<file path="config.mk">
export PLATFORM = sky130hd
export DESIGN_NAME = bounce_generator
export DESIGN_NICKNAME = d
export VERILOG_FILES = /design/src/rtl/bounce_generator.sv
export SDC_FILE = /design/constraint.sdc
export NUM_CORES = 1
export LEC_CHECK = 0
export ABC_AREA = 1
export BUFFER_PORTS_ARGS = -buffer_cell sky130_fd_sc_hd__buf_2
export CAP_MARGIN = 20
export CELL_PAD_IN_SITES_DETAIL_PLACEMENT = 0
export CELL_PAD_IN_SITES_GLOBAL_PLACEMENT = 2
export CORE_MARGIN = 1
export CORE_UTILIZATION = 36
export CTS_BUF_LIST = sky130_fd_sc_hd__clkbuf_8
export DETAILED_ROUTE_END_ITERATION = 12
export HOLD_SLACK_MARGIN = 0.03
export MAX_ROUTING_LAYER = met4
export PLACE_DENSITY = 0.8
export SKIP_CTS_REPAIR_TIMING = 1
export SLEW_MARGIN = 10
export SYNTH_ARGS = -nofsm -noshare
export SYNTH_HDL_FRONTEND = slang
export SYNTH_SLANG_ARGS = --single-unit
</file>
<file path="constraint.sdc">
create_clock -name i_Clk -period 2.5 [get_ports i_Clk]
set_clock_uncertainty 0.2 [all_clocks]
set_input_delay 0.375 -clock i_Clk [delete_from_list [all_inputs] [get_ports i_Clk]]
set_output_delay 0.375 -clock i_Clk [all_outputs]
set_load 0.02 [all_outputs]
</file>
<file path="src/rtl/bounce_generator.sv">
`default_nettype none
// ============================================================================
//  Module      : bounce_generator
//  Description : Contact-bounce emulator. On a start request the output is
//                driven to a new level through a burst of pseudo-random
//                glitches (widths taken from a 16-bit LFSR), then the new
//                level is held for a settle period before completion.
//
//  Ports       : i_Clk     - system clock, rising edge
//                i_Rst     - synchronous active-high reset
//                i_Start   - one-cycle request, sampled only while idle
//                i_Target  - requested final level, latched with i_Start
//                o_Bouncy  - emulated bouncing contact (registered)
//                o_Busy    - sequence in progress
//                o_Done    - one-cycle completion pulse
//                o_Edges   - o_Bouncy transitions in current/last sequence
//
//  Revision    : 1.0 - initial release
// ============================================================================
module bounce_generator #(
    parameter int          BOUNCE_PULSES = 3,
    parameter int          GLITCH_BITS   = 2,
    parameter int          SETTLE_CYCLES = 8,
    parameter bit          INIT_LEVEL    = 1'b0,
    parameter logic [15:0] SEED          = 16'hACE1
) (
    input  logic       i_Clk,
    input  logic       i_Rst,
    input  logic       i_Start,
    input  logic       i_Target,
    output logic       o_Bouncy,
    output logic       o_Busy,
    output logic       o_Done,
    output logic [7:0] o_Edges
);

    // ------------------------------------------------------------------
    // Constants
    // ------------------------------------------------------------------
    localparam logic [2:0] c_ST_IDLE   = 3'd0;
    localparam logic [2:0] c_ST_HIGH   = 3'd1;  // output at target level
    localparam logic [2:0] c_ST_LOW    = 3'd2;  // output back at old level
    localparam logic [2:0] c_ST_SETTLE = 3'd3;
    localparam logic [2:0] c_ST_DONE   = 3'd4;

    // An all-zero seed would lock the LFSR, so substitute the default.
    localparam logic [15:0] c_SEED_EFF    = (SEED == 16'd0) ? 16'hACE1 : SEED;
    localparam logic [5:0]  c_PULSES      = 6'(BOUNCE_PULSES);
    localparam logic [15:0] c_SETTLE_LAST = 16'(SETTLE_CYCLES - 1);

    // ------------------------------------------------------------------
    // State and datapath registers
    // ------------------------------------------------------------------
    logic [2:0]             r_state;
    logic [15:0]            r_lfsr;
    logic [GLITCH_BITS-1:0] r_seg_cnt;
    logic [5:0]             r_pulse_cnt;
    logic [15:0]            r_settle_cnt;
    logic                   r_target;
    logic                   r_bouncy;
    logic [7:0]             r_edges;

    logic [2:0]             w_state_nxt;
    logic [15:0]            w_lfsr_nxt;
    logic [GLITCH_BITS-1:0] w_seg_cnt_nxt;
    logic [5:0]             w_pulse_cnt_nxt;
    logic [15:0]            w_settle_cnt_nxt;
    logic                   w_target_nxt;
    logic                   w_bouncy_nxt;
    logic [7:0]             w_edges_nxt;

    logic [15:0]            w_lfsr_adv;
    logic [7:0]             w_edges_inc;
    logic                   w_seg_expired;

    // Fibonacci LFSR step; only committed when a glitch segment is loaded,
    // so the width sequence is fully reproducible from reset.
    assign w_lfsr_adv    = {r_lfsr[14:0], r_lfsr[15] ^ r_lfsr[13] ^ r_lfsr[12] ^ r_lfsr[10]};
    assign w_edges_inc   = (r_edges == 8'hFF) ? r_edges : r_edges + 8'd1;
    assign w_seg_expired = (r_seg_cnt == '0);

    // ------------------------------------------------------------------
    // Next-state / datapath logic
    // ------------------------------------------------------------------
    always_comb begin
        w_state_nxt      = r_state;
        w_lfsr_nxt       = r_lfsr;
        w_seg_cnt_nxt    = r_seg_cnt;
        w_pulse_cnt_nxt  = r_pulse_cnt;
        w_settle_cnt_nxt = r_settle_cnt;
        w_target_nxt     = r_target;
        w_bouncy_nxt     = r_bouncy;
        w_edges_nxt      = r_edges;

        case (r_state)
            c_ST_IDLE: begin
                if (i_Start) begin
                    w_target_nxt = i_Target;
                    w_edges_nxt  = 8'd0;
                    if (i_Target != r_bouncy) begin
                        w_bouncy_nxt    = i_Target;
                        w_edges_nxt     = 8'd1;
                        w_pulse_cnt_nxt = 6'd1;
                        w_seg_cnt_nxt   = r_lfsr[GLITCH_BITS-1:0];
                        w_lfsr_nxt      = w_lfsr_adv;
                        w_state_nxt     = c_ST_HIGH;
                    end else begin
                        // Already at the requested level: complete with no toggle.
                        w_state_nxt = c_ST_DONE;
                    end
                end
            end

            c_ST_HIGH: begin
                if (w_seg_expired) begin
                    w_bouncy_nxt  = ~r_target;
                    w_edges_nxt   = w_edges_inc;
                    w_seg_cnt_nxt = r_lfsr[GLITCH_BITS-1:0];
                    w_lfsr_nxt    = w_lfsr_adv;
                    w_state_nxt   = c_ST_LOW;
                end else begin
                    w_seg_cnt_nxt = r_seg_cnt - 1'b1;
                end
            end

            c_ST_LOW: begin
                if (w_seg_expired) begin
                    w_bouncy_nxt = r_target;
                    w_edges_nxt  = w_edges_inc;
                    if (r_pulse_cnt == c_PULSES) begin
                        w_settle_cnt_nxt = c_SETTLE_LAST;
                        w_state_nxt      = c_ST_SETTLE;
                    end else begin
                        w_pulse_cnt_nxt = r_pulse_cnt + 6'd1;
                        w_seg_cnt_nxt   = r_lfsr[GLITCH_BITS-1:0];
                        w_lfsr_nxt      = w_lfsr_adv;
                        w_state_nxt     = c_ST_HIGH;
                    end
                end else begin
                    w_seg_cnt_nxt = r_seg_cnt - 1'b1;
                end
            end

            c_ST_SETTLE: begin
                if (r_settle_cnt == 16'd0) begin
                    w_state_nxt = c_ST_DONE;
                end else begin
                    w_settle_cnt_nxt = r_settle_cnt - 16'd1;
                end
            end

            c_ST_DONE: begin
                w_state_nxt = c_ST_IDLE;
            end

            default: begin
                w_state_nxt = c_ST_IDLE;
            end
        endcase
    end

    // ------------------------------------------------------------------
    // Registers
    // ------------------------------------------------------------------
    always_ff @(posedge i_Clk) begin
        if (i_Rst) begin
            r_state      <= c_ST_IDLE;
            r_lfsr       <= c_SEED_EFF;
            r_seg_cnt    <= '0;
            r_pulse_cnt  <= 6'd0;
            r_settle_cnt <= 16'd0;
            r_target     <= INIT_LEVEL;
            r_bouncy     <= INIT_LEVEL;
            r_edges      <= 8'd0;
        end else begin
            r_state      <= w_state_nxt;
            r_lfsr       <= w_lfsr_nxt;
            r_seg_cnt    <= w_seg_cnt_nxt;
            r_pulse_cnt  <= w_pulse_cnt_nxt;
            r_settle_cnt <= w_settle_cnt_nxt;
            r_target     <= w_target_nxt;
            r_bouncy     <= w_bouncy_nxt;
            r_edges      <= w_edges_nxt;
        end
    end

    // ------------------------------------------------------------------
    // Outputs
    // ------------------------------------------------------------------
    assign o_Bouncy = r_bouncy;
    assign o_Busy   = (r_state == c_ST_HIGH) || (r_state == c_ST_LOW) || (r_state == c_ST_SETTLE);
    assign o_Done   = (r_state == c_ST_DONE);
    assign o_Edges  = r_edges;

endmodule
`default_nettype wire

</file>
==> After elaboration in Yosys (flattened, before gate mapping) <==
Index checks and enable logic that the tools add are counted.
{ "totals": {"latchBits": 0, "word_cells": 90, "input_bits": 4, "ramBits": 0, "romBits": 0, "mem_count": 0, "out_inout_bits": 11, "regBits": 53} }
{ "classes": {"n_mul": 0, "n_lt_le_gt_ge": 0, "n_bitwise": 4, "shift": 0, "eq_ne": 18, "div_mod_pow": 0, "addsub": 4, "n_reduce_logical": 18, "muxes": 38} }
{ "ops": {"columns": ["operator", "n"], "rows": [
  ["16-bit two-way mux", 8],
  ["16-bit case mux with 3 select lines", 1],
  ["16-bit case mux with 2 select lines", 1],
  ["6-bit two-way mux", 4],
  ["8-bit two-way mux", 3],
  ["2-bit inequality test, second input constant", 9],
  ["16-bit zero test", 1],
  ["8-bit case mux with 2 select lines", 1],
  ["4-bit AND reduction", 4],
  ["16-bit by 1-bit subtractor with 16-bit output, second input constant", 1],
  ["3-bit two-way mux", 5],
  ["2-bit two-way mux", 6],
  ["3-bit case mux with 4 select lines", 1],
  ["6-bit case mux with 2 select lines", 1],
  ["5-bit AND reduction", 2],
  ["8-bit by 1-bit adder with 8-bit output, second input constant", 1],
  ["8-bit == test, second input constant", 1],
  ["6-bit by 1-bit adder with 6-bit output, second input constant", 1],
  ["3-bit by 2-bit == test with 1-bit output, second input constant", 2],
  ["6-bit by 2-bit == test with 1-bit output, second input constant", 1],
  ["2-bit case mux with 3 select lines", 1],
  ["6-bit AND reduction", 1],
  ["2-bit nonzero test", 3],
  ["1-bit two-way mux", 5],
  ["15 further kinds", 18]
]} }

==> Depth between registers and ports, before layout <==
Gate-level depths: netlist of run 1.
{ "logic_depth": {"depth_word": 6, "depth_mapped": 12, "ltp_nobuf": 11} }

==> Least setup slack after synthesis of run 1 <==
Ideal clock, no wire load.
{ "synth_path": {"kind": "register to register", "start": "register r_settle_cnt[0]", "end": "register r_settle_cnt[11]", "setup_slack_ns": 0.760, "path_stages_with_launch": 13, "synth_period_minus_slack_ns": 1.740, "n_path_buf": 1, "required_ns": 2.172, "setup_time_ns": 0.128, "arrival_time_ns": 1.413, "path_cell_list": "dfxtp_1 inv_1 ha_1 nand2_1 nor2_1 nand2_1 nand2_2 nand2_4 inv_2 buf_6 nor2_1 nor2_1 nor2_1"} }
{ "synth_between": {"elab_chain_len": 3, "word_cells_on_any_way": 6, "cone_classes": "1 x add/sub; 1 x eq/ne; 2 x mux; 2 x reduce/logical"} }
{ "synth_lines": {"columns": ["item", "line_no", "rtl"], "rows": [
  ["start: declaration", "58", "logic [15:0] r_settle_cnt;"],
  ["start signal: assignment", "180", "r_settle_cnt <= w_settle_cnt_nxt;"],
  ["16-bit by 1-bit subtractor with 16-bit output or 16-bit zero test (tied branches)", "148, 145", null],
  ["16-bit two-way mux or 2-bit inequality test (tied branches)", null, null],
  ["16-bit case mux with 2 select lines or 4-bit AND reduction (tied branches)", null, null]
]} }
Several ways; a longest one is shown, not always the timed one. The select of a mux whose other input is x is not followed.
A chain may end at the register's enable or synchronous reset.

==> Worst setup path after layout of run 1 <==
{ "layout_path": {"start": "register r_settle_cnt[0]", "end": "register r_settle_cnt[14]"} }
The elaborated chain is that of the path after synthesis.

==> results of run 1 <==
==> path summary, 6_finish.rpt <==
kind / start / end / slack [ns] / cells after the start
worst max-delay path: r_settle_cnt[0] / r_settle_cnt[14] / 0.39 / 11
worst min-delay path: i_Target / r_target / 0.13 / 3
worst max register to register: r_settle_cnt[0] / r_settle_cnt[14] / 0.39 / 11
worst min register to register: r_lfsr[6] / r_lfsr[7] / 0.26 / 2
==> kinds of logic after synthesis <==
logic type,Yosys count
buffers and inverters,50
flip-flops,53
AO/OA/AOI/OAI,46
adder cells (fa/ha/maj),3
AND/OR/NAND/NOR,275
XOR/XNOR,19
==> layer usage <==
metal  wire, µm  part of all wire, %  global-route usage [%]
met4         72                  1.1                   5.000
met1       3430                   52                   22.79
met5          0                    0                       -
met2       2930                   45                   27.08
met3        137                  2.1                   2.846
==> flip-flops by register name, summed over array words and instances, names as in the netlist <==
| register | count |
|---|---|
| r_state | 3 |
| r_settle_cnt | 16 |
| r_lfsr | 16 |
| r_target | 1 |
| o_Bouncy | 1 |
| o_Edges | 8 |
| r_pulse_cnt | 6 |
| r_seg_cnt | 2 |
==> stage by stage <==
stage	hold WS, ns	std cells	area [µm²]	worst slack (ns)
3_5_place_dp	0.2441	554	3124	0.3972
3_3_place_gp	0.2402	554	3124	0.5018
4_1_cts	0.1223	561	3209	0.3835
6_report	0.1319	561	3209	0.3931
5_1_grt	0.1404	561	3209	0.1782
2_1_floorplan	0.2292	446	2984	0.7598
==> worst max-delay path, delay by kind of cell (launching register included) <==
| kind | cells | cell delay [ns] |
|---|---|---|
| flip-flops | 1 | 0.33 |
| AND/OR/NAND/NOR | 8 | 0.81 |
| buffers and inverters | 2 | 0.39 |
| adder cells (fa/ha/maj) | 1 | 0.25 |
==> report_power, final <==
group	total, mW	internal [mW]	switching (mW)
clock network	0.491	0.194	0.297
logic	1.37	0.431	0.939
registers	1.12	0.998	0.121
total	2.98	1.62	1.36
==> cells in the final DEF (no fill, tap or decap), drive strengths merged <==
| cell | n |
|---|---|
| a211oi | 1 |
| a21boi | 1 |
| a21o | 1 |
| a21oi | 24 |
| buf | 17 |
| clkbuf | 5 |
| clkinv | 2 |
| clkinvlp | 1 |
| dfxtp | 53 |
| ha | 3 |
| inv | 38 |
| nand2 | 119 |
| nand3 | 35 |
| nand3b | 2 |
| nand4 | 6 |
| nor2 | 109 |
| nor3 | 3 |
| o211ai | 1 |
| o21ai | 18 |
| or2 | 1 |
| xnor2 | 6 |
| xor2 | 13 |
==> area by class of cell <==
type | instances | area [µm²]
Fill cell | 847 | 4678
Multi-Input combinational cell | 343 | 1689
Sequential cell | 53 | 1061
Inverter | 39 | 153.9
Tap cell | 102 | 127.6
Timing Repair Buffer | 17 | 92.59
Clock buffer | 5 | 68.82
Clock inverter | 2 | 16.27
==> impl_metrics.env, run 1 <==
export IMPL_status="finished, final reports clean"
export IMPL_wl_per_cell_um=11.71
export IMPL_core_mm2=0.007888
export IMPL_ys_types=34
export IMPL_drv_slew=0
export IMPL_grt_overflow_total=0
export IMPL_syn_area_per_cell_um2=6.691
export IMPL_cts_tree="built"
export IMPL_finalCriticalPeriod_ns=2.107
export IMPL_cp_slowest_cell="dfxtp_1"
export IMPL_antenna_found_initial=0
export IMPL_dieArea_mm2=0.008657
export IMPL_clk_latency_ns=0.31
export IMPL_n_antenna_cell=0
export IMPL_syn_instance_count=446
export IMPL_initial_core_util_pct=37.83
export IMPL_die_w_um=93.05
export IMPL_h_tree_depth=2
export IMPL_synth_common_cells="111 x nand2_1, 100 x nor2_1, 53 x dfxtp_1"
export IMPL_drc=0
export IMPL_cts_path_max_buffers=2
export IMPL_synth_compound_area_share_pct=8.050
export IMPL_hold_viol=0
export IMPL_slew_headroom_pct=77.42
export IMPL_tightest_slew_ns=0.3387
export IMPL_path_clk_slew_ns=0.10
export IMPL_yosysTopAreaCellShare_pct=35.56
export IMPL_critical_path_required_ns=2.50
export IMPL_drive_above_1_share_pct=11.11
export IMPL_cp_start_kind="flop"
export IMPL_clockRootBuffer="clkbuf_8"
export IMPL_synthTopCellsByArea="dfxtp_1 36%, nand2_1 14%, nor2_1 13%, nand3_1 5.2%, inv_1 4.4%"
export IMPL_crit_top_cell="nor2_1"
export IMPL_fin_nets=466
export IMPL_cts_sinks=53
export IMPL_synth_xor_area_share_pct=5.577
export IMPL_max_cap_violations=0
export IMPL_power_density_mw_per_mm2=928.5
export IMPL_synth_most_common_cell="nand2_1"
export IMPL_hpwl_um=4631
export IMPL_arrival_ns=2.10
export IMPL_crit_type="reg2reg"
export IMPL_synth_async_reset_ratio_pct=0
export IMPL_end_kind="flop"
export IMPL_setup_tns_final_ns=0
export IMPL_drt_wl_total_um=6570
export IMPL_ys_warn_count=0
export IMPL_cp_cell_sequence="inv_1, ha_1, nand2_1, nor2_1, nand2_1, nand2_2, nand2_4, inv_2, nor2_1, nor2_1, nor2_1"
export IMPL_gp_congestion=0.7586
export IMPL_row_count=32
export IMPL_worstPathMaxFanout=18
export IMPL_drtIter0Drc=110
export IMPL_die_h_um=93.05
export IMPL_dr_total_vias=2592
export IMPL_ir_drop_mv=0.4667
export IMPL_fin_util_pct=40.69
export IMPL_timing_fmax_mhz=474.6
export IMPL_cpPeakStageDelay_ns=0.33
export IMPL_synth_edf_count=0
export IMPL_yosysSeqAreaShare_pct=35.56
export IMPL_vias_per_cell=4.620
export IMPL_drt_pass1_iterations=4
export IMPL_portBuffers=14
export IMPL_syn_area_mm2=0.002984
export IMPL_ant_nets=0
export IMPL_ys_ff_latch=53
export IMPL_synth_flop_cell="dfxtp_1"
export IMPL_fin_crit_sh_pct=84.27
export IMPL_grt_pass1_vias=2431
export IMPL_finalPower_mw=2.980
export IMPL_areaGrowthSynthToFinish_pct=7.547
export IMPL_synth_top_family_by_area="simple AND/OR/NAND/NOR gates"
export IMPL_grt_max_degree=28
export IMPL_synthMuxAreaShare_pct=0
export IMPL_cts_buffers=5
export IMPL_synth_largest_area_cell="dfxtp_1"
export IMPL_grt_pass1_wl_um=11560
export IMPL_io_pins=15
export IMPL_rsz0062_at_grt="false"
export IMPL_setup_violations=0
export IMPL_hold_class="in2reg"
export IMPL_yosys_area_share_simple_pct=41.72
export IMPL_syn_num_nets=453
export IMPL_grt_usage_pct=17.22
export IMPL_power_leakage_nw=1.419
export IMPL_synth_fa_ha_area_share_pct=1.258
No activity file was read; power rests on OpenSTA's default activity.
==> inputs of run 2 (changes only) <==
Settings changed: CORE_UTILIZATION 36 to 32, PLACE_DENSITY 0.8 to 0.75.
Clock period 2.5 ns to 1.8 ns, I/O delays scaled along.
==> run 2 against run 1 <==
Net effect:
- global-route usage shrank 0.50 points
- final cell count rose by 13%
- critical path depth shrank 2
- count of clock-buffer cells in the layout rose by 1
- hold slack lost 0.084 ns
- via count is 13% higher
- clock power grew 57%
- non-clock buffer count is 63 higher
- critical path type unchanged
==> impl_metrics.env, run 2 (synthesis results as in run 1) <==
export IMPL_status="finished, final reports clean"
export IMPL_layout_commonest_cell="nand2_1"
export IMPL_antenna_found_initial=0
export IMPL_worstPathMaxFanout=8
export IMPL_drt_pass1_iterations=4
export IMPL_tightest_slew_ns=0.2745
export IMPL_fin_util_pct=45.47
export IMPL_instances_no_fill=632
export IMPL_rsz0062_at_grt="true"
export IMPL_wl_per_cell_um=12.49
export IMPL_cts_path_max_buffers=2
export IMPL_cpPeakStageDelay_ns=0.38
export IMPL_dr_total_vias=2930
export IMPL_drv_slew=0
export IMPL_end_kind="flop"
export IMPL_dpl_cell_count=603
export IMPL_most_common_layout_cells="106 x nand2_1, 73 x nor2_1, 60 x buf_4"
export IMPL_setup_ws_ns=0.04865
export IMPL_setup_worst_path_start="r_pulse_cnt[1]"
export IMPL_drc=0
export IMPL_areaGrowthSynthToFinish_pct=35.47
export IMPL_power_leakage_nw=1.816
export IMPL_ir_drop_mv=0.9656
export IMPL_io_pins=15
export IMPL_core_mm2=0.008891
export IMPL_dp_slack_ns=-0.02723
export IMPL_hold_class="in2reg"
export IMPL_slew_headroom_pct=81.70
export IMPL_min_from="i_Rst"
export IMPL_ant_nets=0
export IMPL_clockRootBuffer="clkbuf_8"
export IMPL_crit_type="reg2reg"
export IMPL_hold_viol=0
export IMPL_drtIter0Drc=67
export IMPL_critical_path_required_ns=1.85
export IMPL_die_w_um=98.57
export IMPL_power_density_mw_per_mm2=1213
export IMPL_r2r_slack_ns=0.05
export IMPL_grt_max_degree=26
export IMPL_crit_top_cell="nand3_4"
export IMPL_finalCriticalPeriod_ns=1.751
export IMPL_arrival_ns=1.80
export IMPL_reg2reg_to="r_settle_cnt[7]"
export IMPL_grt_pass1_vias=2738
export IMPL_cts_buffers=5
export IMPL_n_antenna_cell=0
export IMPL_cts_sinks=53
export IMPL_drive_above_1_share_pct=33.21
export IMPL_fillCellCount=946
export IMPL_fin_crit_sh_pct=97.30
export IMPL_clk_latency_ns=0.32
export IMPL_grt_pass1_wl_um=12760
export IMPL_row_count=34
export IMPL_initial_core_util_pct=33.56
export IMPL_h_tree_depth=2
export IMPL_cts_tree="built"
export IMPL_hpwl_um=5290
export IMPL_drt_wl_total_um=7894
export IMPL_path_clk_slew_ns=0.10
export IMPL_grt_overflow_total=0
export IMPL_fin_nets=530
export IMPL_grt_usage_pct=16.72
export IMPL_max_cap_violations=0
export IMPL_hold_depth=2
export IMPL_cp_slowest_cell="dfxtp_2"
export IMPL_finalPower_mw=4.903
export IMPL_dieArea_mm2=0.009715
export IMPL_portBuffers=14
export IMPL_vias_per_cell=4.636
export IMPL_r2r_start="r_pulse_cnt[1]"
export IMPL_timing_fmax_mhz=571.0
export IMPL_gp_congestion=0.8120
export IMPL_whs_endpoint="r_pulse_cnt[1]"
export IMPL_cp_start_kind="flop"
export IMPL_cp_cell_sequence="ha_4, nand3_4, nor2_4, nand3_4, nand2_8, buf_12, clkbuf_16, nand3b_1, a21oi_1"
export IMPL_die_h_um=98.57
export IMPL_reg2regPathDepth=9
export IMPL_setup_violations=0
run 2: cell types whose count changed in the layout (fill, tap and decap cells not counted), sizes merged:
cell / previous run / this run
nand3: 35 / 36
clkinv: 2 / 3
clkinvlp: 1 / 2
clkbuf: 5 / 8
buf: 17 / 78
inv: 38 / 36
run 2: critical path: cells and delay by family (launching register included):
| kind | cells | cell delay, ns |
|---|---|---|
| AND/OR/NAND/NOR | 5 | 0.58 |
| flip-flops | 1 | 0.38 |
| buffers and inverters | 2 | 0.26 |
| adder cells (fa/ha/maj) | 1 | 0.16 |
| AO/OA/AOI/OAI | 1 | 0.12 |
run 2: cell type report:
type                       count  area, µm²  share of cell area (%)
clock inverter                 2      16.27                  0.4024
multi-input combinational    344       1914                   47.35
sequential                    53       1081                   26.74
inverter                      39      180.2                   4.457
tap                          108      135.1                   3.343
timing repair buffer          80      633.1                   15.66
clock buffer                   6      82.58                   2.043
run 2: layer usage:
metal,vias up,part of all wire [%],global-route usage (%),routed length (µm)
li1,1561,-,-,-
met1,1332,48,21.23,3827
met2,32,48,27.90,3813
met3,5,2.4,2.340,193
met4,0,0.75,4.478,59
met5,-,0,-,0
run 2: power breakdown:
part	total [mW]	switching (mW)	internal (mW)
sequential	1.56	0.165	1.40
clock	0.771	0.453	0.319
combinational	2.57	1.51	1.06
total	4.90	2.13	2.77
run 2: worst max path at each step:
stage | slack, ns | cells past startpoint | end
after floorplan | 0.06 | 12 | r_settle_cnt[11]
after global placement | 0.01 | 10 | r_settle_cnt[13]
after detailed placement | -0.03 | 10 | r_settle_cnt[9]
after CTS | -0.04 | 10 | r_settle_cnt[9]
after global routing | -0.06 | 10 | r_settle_cnt[9]
final | 0.05 | 9 | r_settle_cnt[7]
run 2: per-stage QoR:
stage / setup TNS [ns] / hold slack [ns] / cell area, µm²
after detailed placement: -0.1500 / 0.2483 / 3467
after global placement: 0 / 0.2347 / 3467
after CTS: -0.3202 / 0.03861 / 3566
after floorplan: 0 / 0.1977 / 2984
final: 0 / 0.04766 / 4043
after global routing: -0.4792 / 0.05185 / 4043
==> inputs of run 3 (changes only) <==
Settings changed: CORE_MARGIN 1 to 2.
==> run 3 against run 2 <==
Net effect:
- sequential power is essentially flat
- highest routed layer unchanged
- utilization shrank 4.5 points
- worst setup slack better by 0.023 ns
- routed wire length decreased by 2.4%
- critical path depth unchanged
- global-route usage decreased by 0.88 points
- critical path type unchanged
- die area is 4.1% higher
- sequential share of layout area grew 2.0 points
==> impl_metrics.env, run 3 (synthesis results as in run 1) <==
export IMPL_dpl_cell_count=600
export IMPL_dp_slack_ns=0.01249
export IMPL_critical_path_required_ns=1.82
export IMPL_cts_path_max_buffers=2
export IMPL_drv_slew=0
export IMPL_cp_start_kind="flop"
export IMPL_grt_overflow_total=0
export IMPL_hold_viol=0
export IMPL_end_kind="flop"
export IMPL_power_leakage_nw=1.683
export IMPL_fin_crit_sh_pct=96.02
export IMPL_grt_usage_pct=15.84
export IMPL_gr_usage_met1_pct=19.75
export IMPL_holdWs_ns=0.1383
export IMPL_row_count=35
export IMPL_grt_pass1_vias=2696
export IMPL_gp_congestion=0.7601
export IMPL_setup_violations=0
export IMPL_wl_per_cell_um=12.43
export IMPL_tightest_slew_ns=0.2900
export IMPL_dr_total_vias=2814
export IMPL_hold_class="in2reg"
export IMPL_drc=0
export IMPL_h_tree_depth=2
export IMPL_slew_headroom_pct=80.67
export IMPL_finalPower_mw=4.956
export IMPL_ant_nets=0
export IMPL_antenna_found_initial=0
export IMPL_cts_buffers=5
export IMPL_io_pins=15
export IMPL_fin_nets=515
export IMPL_grt_use_met3_pct=2.497
export IMPL_rsz0062_at_grt="true"
export IMPL_instances_no_fill=620
export IMPL_die_w_um=100.6
export IMPL_clk_latency_ns=0.31
export IMPL_clockRootBuffer="clkbuf_8"
export IMPL_max_cap_violations=0
export IMPL_ir_drop_mv=0.5881
export IMPL_timing_fmax_mhz=578.6
export IMPL_worstPathMaxFanout=4
export IMPL_die_h_um=100.6
export IMPL_layout_commonest_cell="nand2_1"
export IMPL_arrival_ns=1.75
export IMPL_path_clk_slew_ns=0.11
export IMPL_finalCriticalPeriod_ns=1.728
export IMPL_crit_type="reg2reg"
export IMPL_seqCellArea_mm2=0.001076
export IMPL_setup_tns_final_ns=0
export IMPL_initial_core_util_pct=32.60
export IMPL_fillCellCount=979
export IMPL_dieArea_mm2=0.01011
export IMPL_grt_max_degree=26
export IMPL_areaGrowthSynthToFinish_pct=25.66
export IMPL_cts_tree="built"
export IMPL_busiest_layer="met2"
export IMPL_multi_input_area_mm2=0.001792
export IMPL_hpwl_um=5552
export IMPL_setup_ws_ns=0.07167
export IMPL_drive_above_1_share_pct=24.17
export IMPL_power_density_mw_per_mm2=1322
export IMPL_status="finished, final reports clean"
export IMPL_portBuffers=14
export IMPL_most_common_layout_cells="110 x nand2_1, 91 x nor2_1, 47 x dfxtp_1"
export IMPL_drtIter0Drc=83
export IMPL_n_antenna_cell=0
export IMPL_core_mm2=0.009153
export IMPL_grt_pass1_wl_um=12530
export IMPL_drt_pass1_iterations=4
export IMPL_met2_usage_pct=26.69
export IMPL_vias_per_cell=4.539
export IMPL_drt_wl_total_um=7705
export IMPL_cts_sinks=53
## run 3: critical path, cell delays in order (launching register included)
cell,delay [ns]
dfxtp_4,0.38
nor2_4,0.13
nand2_4,0.08
nor2_4,0.14
nor2_4,0.07
nor2_4,0.19
buf_12,0.13
nand3_2,0.11
o21ai_0,0.17
nor2_1,0.05
## run 3: cell type report
| type | instances | share of cell area (%) |
|---|---|---|
| clock buffer | 5 | 1.835 |
| clock inverter | 3 | 0.6673 |
| inverter | 39 | 4.538 |
| multi-input combinational | 345 | 47.78 |
| sequential | 53 | 28.70 |
| tap | 111 | 3.704 |
| timing repair buffer | 63 | 12.55 |
| timing repair inverter | 1 | 0.2336 |
## run 3: worst paths after layout
kind | startpoint | endpoint | slack, ns | cells after the start
max | r_state[1] | r_lfsr[4] | 0.07 | 9
min | i_Rst | r_pulse_cnt[1] | 0.14 | 3
max reg2reg | r_state[1] | r_lfsr[4] | 0.07 | 9
min reg2reg | r_lfsr[4] | r_lfsr[5] | 0.27 | 2
## run 3: through the flow
stage | cell area, µm² | util (%)
finish | 3750 | 40.97
CTS | 3520 | 38.46
floorplan | 2984 | -
detailed placement | 3426 | 37.43
global route | 3750 | 40.97
global placement | 3426 | 37.43
## run 3: report_power, final
part	internal [mW]	total, mW	switching, mW
Sequential	1.40	1.58	0.180
Clock	0.283	0.727	0.444
Combinational	1.05	2.65	1.59
## run 3: routing by layer
| layer | vias to the layer above | routed length (µm) |
|---|---|---|
| met5 | - | 0 |
| met4 | 0 | 119 |
| met3 | 11 | 195 |
| met2 | 27 | 3599 |
| met1 | 1247 | 3790 |
| li1 | 1529 | - |
